===== src/rtl/sram_march_bist.sv =====
// rtl/sram_march_bist.sv - March C- BIST engine for a single-port SRAM macro with 1-cycle read latency
// Optional feature macro: SRAM_BIST_FAIL_COUNT_EN (adds 16-bit saturating fail_count output)
module sram_march_bist #(
  parameter int ADDR_WIDTH  = 6,
  parameter int DATA_WIDTH  = 32,
  parameter int WMASK_WIDTH = 1
) (
  input  logic                   clk,
  input  logic                   reset,
  input  logic                   start,
  input  logic [DATA_WIDTH-1:0]  pattern,
  output logic                   busy,
  output logic                   done,
  output logic                   fail,
  output logic [2:0]             fail_elem,
  output logic [ADDR_WIDTH-1:0]  fail_addr,
  output logic [DATA_WIDTH-1:0]  fail_data,
  output logic [DATA_WIDTH-1:0]  fail_expected,
  output logic                   sram_we,
  output logic [WMASK_WIDTH-1:0] sram_wmask,
  output logic [ADDR_WIDTH-1:0]  sram_addr,
  output logic [DATA_WIDTH-1:0]  sram_din,
  input  logic [DATA_WIDTH-1:0]  sram_dout
`ifdef SRAM_BIST_FAIL_COUNT_EN
  ,
  output logic [15:0]            fail_count
`endif
);

  typedef enum logic [1:0] {
    ST_IDLE  = 2'd0,
    ST_RUN   = 2'd1,
    ST_FLUSH = 2'd2,
    ST_DONE  = 2'd3
  } state_e;

  localparam logic [ADDR_WIDTH-1:0] ADDR_MAX = {ADDR_WIDTH{1'b1}};
  localparam logic [ADDR_WIDTH-1:0] ADDR_ONE = {{(ADDR_WIDTH-1){1'b0}}, 1'b1};

  // Elements 1..4 are (read, write) pairs; 0 is a lone write, 5 a lone read.
  function automatic logic op_is_write(input logic [2:0] e, input logic p);
    return (e == 3'd0) || ((e != 3'd5) && p);
  endfunction

  // Logical value ("0" = background, "1" = inverted background) of the op.
  function automatic logic op_value(input logic [2:0] e, input logic p);
    logic v;
    v = 1'b0;
    case (e)
      3'd1, 3'd3: v = p;
      3'd2, 3'd4: v = ~p;
      default:    v = 1'b0;
    endcase
    return v;
  endfunction

  function automatic logic elem_is_down(input logic [2:0] e);
    return (e == 3'd3) || (e == 3'd4);
  endfunction

  state_e                  state_q, state_d;
  logic [DATA_WIDTH-1:0]   pat_q, pat_d;

  // Position of the op currently presented on the SRAM port.
  logic [2:0]              pos_elem_q, pos_elem_d;
  logic [ADDR_WIDTH-1:0]   pos_addr_q, pos_addr_d;
  logic                    pos_phase_q, pos_phase_d;

  logic [2:0]              nxt_elem;
  logic [ADDR_WIDTH-1:0]   nxt_addr;
  logic                    nxt_phase;
  logic                    last_phase;
  logic                    addr_end;
  logic                    last_op;

  logic                    sram_we_q, sram_we_d;
  logic [WMASK_WIDTH-1:0]  sram_wmask_q, sram_wmask_d;
  logic [ADDR_WIDTH-1:0]   sram_addr_q, sram_addr_d;
  logic [DATA_WIDTH-1:0]   sram_din_q, sram_din_d;
  logic [DATA_WIDTH-1:0]   bg;

  // Read-check pipeline: describes the read the macro sampled at the last edge.
  logic                    chk_valid_q, chk_valid_d;
  logic [DATA_WIDTH-1:0]   exp_q, exp_d;
  logic [ADDR_WIDTH-1:0]   addr_q, addr_d;
  logic [2:0]              elem_q, elem_d;
  logic                    miscompare;

  logic                    fail_q;
  logic [2:0]              fail_elem_q;
  logic [ADDR_WIDTH-1:0]   fail_addr_q;
  logic [DATA_WIDTH-1:0]   fail_data_q;
  logic [DATA_WIDTH-1:0]   fail_expected_q;

  logic                    start_acc;

  assign start_acc = start && ((state_q == ST_IDLE) || (state_q == ST_DONE));

  // State register
  always_ff @(posedge clk) begin
    if (reset) state_q <= ST_IDLE;
    else       state_q <= state_d;
  end

  // Next-state logic
  always_comb begin
    state_d = state_q;
    case (state_q)
      ST_IDLE:  if (start) state_d = ST_RUN;
      ST_RUN:   if (last_op) state_d = ST_FLUSH;
      ST_FLUSH: state_d = ST_DONE;
      ST_DONE:  if (start) state_d = ST_RUN;
      default:  state_d = ST_IDLE;
    endcase
  end

  // Status outputs decoded from state
  always_comb begin
    busy = 1'b0;
    done = 1'b0;
    case (state_q)
      ST_RUN, ST_FLUSH: busy = 1'b1;
      ST_DONE:          done = 1'b1;
      default: begin
        busy = 1'b0;
        done = 1'b0;
      end
    endcase
  end

  // March position stepping: finish the element's ops at one address, then move the address;
  // at the element's last address, advance the element and reload the start address.
  always_comb begin
    last_phase = ((pos_elem_q == 3'd0) || (pos_elem_q == 3'd5)) ? 1'b1 : pos_phase_q;
    addr_end   = elem_is_down(pos_elem_q) ? (pos_addr_q == '0) : (pos_addr_q == ADDR_MAX);
    last_op    = (pos_elem_q == 3'd5) && addr_end && last_phase;
    nxt_elem   = pos_elem_q;
    nxt_addr   = pos_addr_q;
    nxt_phase  = 1'b0;
    if (!last_phase) begin
      nxt_phase = 1'b1;
    end else if (addr_end) begin
      nxt_elem = pos_elem_q + 3'd1;
      nxt_addr = elem_is_down(nxt_elem) ? ADDR_MAX : '0;
    end else if (elem_is_down(pos_elem_q)) begin
      nxt_addr = pos_addr_q - ADDR_ONE;
    end else begin
      nxt_addr = pos_addr_q + ADDR_ONE;
    end
  end

  // Next position, pattern latch and next SRAM drive values
  always_comb begin
    pos_elem_d  = pos_elem_q;
    pos_addr_d  = pos_addr_q;
    pos_phase_d = pos_phase_q;
    pat_d       = pat_q;
    if (start_acc) begin
      pos_elem_d  = 3'd0;
      pos_addr_d  = '0;
      pos_phase_d = 1'b0;
      pat_d       = pattern;
    end else if ((state_q == ST_RUN) && !last_op) begin
      pos_elem_d  = nxt_elem;
      pos_addr_d  = nxt_addr;
      pos_phase_d = nxt_phase;
    end

    // The first op is loaded on the accept edge, before pat_q holds the new pattern.
    bg           = start_acc ? pattern : pat_q;
    sram_we_d    = 1'b0;
    sram_wmask_d = '0;
    sram_addr_d  = '0;
    sram_din_d   = '0;
    if (state_d == ST_RUN) begin
      sram_addr_d = pos_addr_d;
      if (op_is_write(pos_elem_d, pos_phase_d)) begin
        sram_we_d    = 1'b1;
        sram_wmask_d = '1;
        sram_din_d   = op_value(pos_elem_d, pos_phase_d) ? ~bg : bg;
      end
    end
  end

  // Read-check pipeline next values: capture the read being sampled by the macro this edge
  always_comb begin
    chk_valid_d = (state_q == ST_RUN) && !op_is_write(pos_elem_q, pos_phase_q);
    exp_d       = op_value(pos_elem_q, pos_phase_q) ? ~pat_q : pat_q;
    addr_d      = pos_addr_q;
    elem_d      = pos_elem_q;
  end

  assign miscompare = chk_valid_q && (sram_dout != exp_q);

  // Op position, pattern and registered SRAM port
  always_ff @(posedge clk) begin
    if (reset) begin
      pos_elem_q   <= 3'd0;
      pos_addr_q   <= '0;
      pos_phase_q  <= 1'b0;
      pat_q        <= '0;
      sram_we_q    <= 1'b0;
      sram_wmask_q <= '0;
      sram_addr_q  <= '0;
      sram_din_q   <= '0;
    end else begin
      pos_elem_q   <= pos_elem_d;
      pos_addr_q   <= pos_addr_d;
      pos_phase_q  <= pos_phase_d;
      pat_q        <= pat_d;
      sram_we_q    <= sram_we_d;
      sram_wmask_q <= sram_wmask_d;
      sram_addr_q  <= sram_addr_d;
      sram_din_q   <= sram_din_d;
    end
  end

  // Read-check pipeline registers
  always_ff @(posedge clk) begin
    if (reset) begin
      chk_valid_q <= 1'b0;
      exp_q       <= '0;
      addr_q      <= '0;
      elem_q      <= 3'd0;
    end else begin
      chk_valid_q <= chk_valid_d;
      exp_q       <= exp_d;
      addr_q      <= addr_d;
      elem_q      <= elem_d;
    end
  end

  // First-miscompare capture; later miscompares leave the record untouched
  always_ff @(posedge clk) begin
    if (reset || start_acc) begin
      fail_q          <= 1'b0;
      fail_elem_q     <= 3'd0;
      fail_addr_q     <= '0;
      fail_data_q     <= '0;
      fail_expected_q <= '0;
    end else if (miscompare && !fail_q) begin
      fail_q          <= 1'b1;
      fail_elem_q     <= elem_q;
      fail_addr_q     <= addr_q;
      fail_data_q     <= sram_dout;
      fail_expected_q <= exp_q;
    end
  end

`ifdef SRAM_BIST_FAIL_COUNT_EN
  logic [15:0] fail_count_q;

  // Saturating count of every miscompared word
  always_ff @(posedge clk) begin
    if (reset || start_acc) begin
      fail_count_q <= 16'd0;
    end else if (miscompare && (fail_count_q != 16'hFFFF)) begin
      fail_count_q <= fail_count_q + 16'd1;
    end
  end

  assign fail_count = fail_count_q;
`endif

  assign fail          = fail_q;
  assign fail_elem     = fail_elem_q;
  assign fail_addr     = fail_addr_q;
  assign fail_data     = fail_data_q;
  assign fail_expected = fail_expected_q;
  assign sram_we       = sram_we_q;
  assign sram_wmask    = sram_wmask_q;
  assign sram_addr     = sram_addr_q;
  assign sram_din      = sram_din_q;

endmodule

===== config.mk =====
export PLATFORM = sky130hd
export DESIGN_NAME = sram_march_bist
export DESIGN_NICKNAME = d
export VERILOG_FILES = /design/src/rtl/sram_march_bist.sv
export SDC_FILE = /design/constraint.sdc
export NUM_CORES = 1
export LEC_CHECK = 0
export BUFFER_PORTS_ARGS = -buffer_cell sky130_fd_sc_hd__buf_4
export CAP_MARGIN = 20
export CELL_PAD_IN_SITES_DETAIL_PLACEMENT = 1
export CELL_PAD_IN_SITES_GLOBAL_PLACEMENT = 2
export CORE_UTILIZATION = 35
export CTS_CLUSTER_SIZE = 20
export DETAILED_ROUTE_END_ITERATION = 10
export PLACE_DENSITY = 0.89
export SYNTH_ARGS = -nofsm -noshare
export SYNTH_HDL_FRONTEND = slang
export SYNTH_SLANG_ARGS = --single-unit

===== constraint.sdc =====
create_clock -name clk -period 5.2 [get_ports clk]
set_clock_uncertainty 0.2 [all_clocks]
set_input_delay 1.04 -clock clk [delete_from_list [all_inputs] [get_ports clk]]
set_output_delay 1.04 -clock clk [all_outputs]
set_load 0.02 [all_outputs]

==> flow_metrics.env <==
export IMPL_status="complete, no violations"
export IMPL_worstPathMaxFanout=24
export IMPL_async_reset_ff_share_pct=0
export IMPL_synth_xor_area_share_pct=7.51
export IMPL_cp_end_kind="register"
export IMPL_synth_seq_cells=199
export IMPL_grt_max_degree=64
export IMPL_setup_violations_final=0
export IMPL_wl_per_cell_um=17.6
export IMPL_crit_family="compound AO/OA/AOI/OAI gates"
export IMPL_grtUsageTotal_pct=19.8
export IMPL_slowest_stage="a21oi_4"
export IMPL_required_ns=5.38
export IMPL_ys_seq_area_share_pct=48.1
export IMPL_timing_final_ws_setup_ns=1.15
export IMPL_ant_nets=0
export IMPL_slew_headroom_pct=28.3
export IMPL_fin_setup_tns_ns=0
export IMPL_num_io_pins=183
export IMPL_ir_drop_uv=151
export IMPL_crit_path_cell_trace="inv_1, ha_1, mux2_4, or3_1, a21oi_4, mux2_1, a31o_2, a21oi_4, buf_4, o31a_1"
export IMPL_worst_slew_pin_slew_ns=1.07
export IMPL_ctsRootBufferMaster="clkbuf_16"
export IMPL_dp_hpwl_um=17000
export IMPL_synth_top_family_by_area="simple AND/OR/NAND/NOR gates"
export IMPL_num_vias=6710
export IMPL_hold_ws_ns=0.273
export IMPL_period_minus_slack_ns=4.05
export IMPL_cts_buffers=17
export IMPL_first_pass_iters=4
export IMPL_grt_pass1_wl_um=36800
export IMPL_h_tree_depth=4
export IMPL_syn_nets=971
export IMPL_final_common_cell="dfxtp_1"
export IMPL_netlist_instances=890
export IMPL_io_buffers=182
export IMPL_fillers=2622
export IMPL_synth_distinct_cells=51
export IMPL_synth_compound_area_share_pct=10.5
export IMPL_drt_iter0_markers=368
export IMPL_synth_edff_count=0
export IMPL_clk_pin_slew_ns=0.08
export IMPL_dpl_worst_slack_ns=1.16
export IMPL_avgSynthCellArea_um2=9.30
export IMPL_most_common_layout_cells="199 x dfxtp_1, 194 x buf_4, 127 x nor2_1, 77 x nand2_1, 75 x mux2i_1"
export IMPL_finalCritPeriodShare_pct=78.0
export IMPL_fp_dieArea_um2=24300
export IMPL_grt_pass1_vias=6553
export IMPL_synthMuxAreaShare_pct=9.39
export IMPL_synth_ff_type="dfxtp_1"
export IMPL_cts_tree="yes"
export IMPL_syn_area_um2=8280
export IMPL_ctsHoldBuffers=0
export IMPL_synthSimpleGateAreaFrac_pct=17.8
export IMPL_vias_per_cell=4.90
export IMPL_antenna_found_initial=0
export IMPL_diodes=0
export IMPL_yosysWarningCount=0
export IMPL_drt_wl_total_um=24000
export IMPL_gp_congestion=0.822
export IMPL_cts_buffer_depth=2
export IMPL_crit_path_frequent_cell="a21oi_4"
export IMPL_crit_type="reg -> reg"
export IMPL_cp_data_arrival_time_ns=4.23
export IMPL_cts_sinks=199
export IMPL_finalNetCount=1123
export IMPL_finalMaxSlewViolations=0
export IMPL_insertion_delay_ns=0.43
export IMPL_overflow=0
export IMPL_core_area_um2=22900
export IMPL_cts_resized=0
export IMPL_post_cts_buffers=0
export IMPL_critPathBufInv=2
export IMPL_final_area_um2=10500
export IMPL_final_hold_viol_count=0
export IMPL_powerDensity_nw_per_um2=322
export IMPL_synth_adder_area_share_pct=2.21
export IMPL_rsz0062_at_grt="no"
export IMPL_place_area_um2=9830
export IMPL_area_growth_pct=26.3
export IMPL_p_leak_uw=0.00427
export IMPL_die_w_um=156
export IMPL_drv_cap=0
export IMPL_worst_setup_path_start_kind="register"
export IMPL_max_freq_ghz=0.247
export IMPL_post_route_drc_count=0
export IMPL_start_util_pct=36.1
export IMPL_die_height_um=156
export IMPL_slowest_delay_ns=0.64
export IMPL_layout_drive_gt1_share_pct=22.7
export IMPL_fp_row_count=55
export IMPL_holdCritPathClass="reg -> reg"
-- power by group --
group	internal [uW]	switching, uW
Combinational	152	235
Clock	699	646
Sequential	1580	53.7
-- routing by layer --
metal	share of wire [%]	GRT usage [%]
met1	51	29.2
met5	0	0
met2	44	29.6
met3	3.4	2.78
met4	1.7	6.02
-- registers in the layout (all words and copies together), names as in the netlist --
signal and count:
pat_q 32, fail_data 32, fail_expected 32, sram_addr 6
fail 1, pos_phase_q 1, state_q 2, elem_q 3
addr_q 6, sram_din 32, exp_q 32, elem_d 3
chk_valid_q 1, fail_elem 3, addr_d 6, sram_wmask 1
fail_addr 6
-- logic make-up (layout without fill, tap and decap cells) --
kind of cell,after synthesis,in the layout
compound gates,132,132
xor+xnor,71,71
fa+ha+maj,14,14
mux,77,77
simple gates,323,323
buf+inv,74,239
flops,199,199
-- layout make-up --
cell class                 count  area [um^2]  share of cell area, %
timing repair buffer         195         1480                   14.2
multi-input combinational    617         3950                   37.8
clock buffer                  18          439                   4.20
tap                          313          392                   3.75
clock inverter                14          159                   1.52
inverter                      12         45.0                  0.431
sequential                   199         3980                   38.1
-- worst register-to-register path, stage by stage (launching register included) --
cell     delay (ns)
dfxtp_1        0.53
inv_1          0.19
ha_1           0.31
mux2_4         0.34
or3_1          0.49
a21oi_4        0.30
mux2_1         0.35
a31o_2         0.24
a21oi_4        0.64
buf_4          0.29
o31a_1         0.14
-- path summary, 6_finish.rpt --
check,slack [ns],to,startpoint,cells after the start
worst max-delay path,1.15,sram_din[6],elem_d[0],10
worst min-delay path,0.27,fail_addr[0],addr_q[0],2
worst max register to register,1.15,sram_din[6],elem_d[0],10
worst min register to register,0.27,fail_addr[0],addr_q[0],2
-- metrics by stage --
| stage | power (uW) | util [%] | instances |
|---|---|---|---|
| 2_1_floorplan | 1890 | - | 890 |
| 3_3_place_gp | 2050 | 42.9 | 1335 |
| 3_5_place_dp | 2060 | 42.9 | 1335 |
| 4_1_cts | 3400 | 45.5 | 1367 |
| 5_1_grt | 3500 | 45.6 | 1368 |
| 6_report | 3370 | 45.6 | 1368 |
-- Yosys cell counts, types with 2 or more instances --
master / number / area (um^2)
a21o_1: 2 / 15.0
a21oi_1: 40 / 200
a21oi_4: 2 / 32.5
a22o_1: 3 / 26.3
a31oi_1: 4 / 25.0
and2_1: 5 / 31.3
and3_1: 34 / 213
buf_1: 2 / 7.51
buf_4: 4 / 30.0
buf_6: 10 / 113
clkbuf_1: 45 / 169
dfxtp_1: 199 / 3980
ha_1: 13 / 163
inv_1: 12 / 45.0
mux2i_1: 75 / 751
nand2_1: 77 / 289
nand2b_1: 3 / 18.8
nand3_1: 2 / 10.0
nand4_1: 6 / 37.5
nor2_1: 127 / 477
nor2b_1: 13 / 81.3
nor3_1: 39 / 195
nor4_1: 10 / 62.6
o21a_1: 2 / 15.0
o21ai_0: 35 / 175
o31a_1: 32 / 280
xnor2_1: 44 / 385
xor2_1: 27 / 236
No activity file was read; power rests on OpenSTA's default activity.
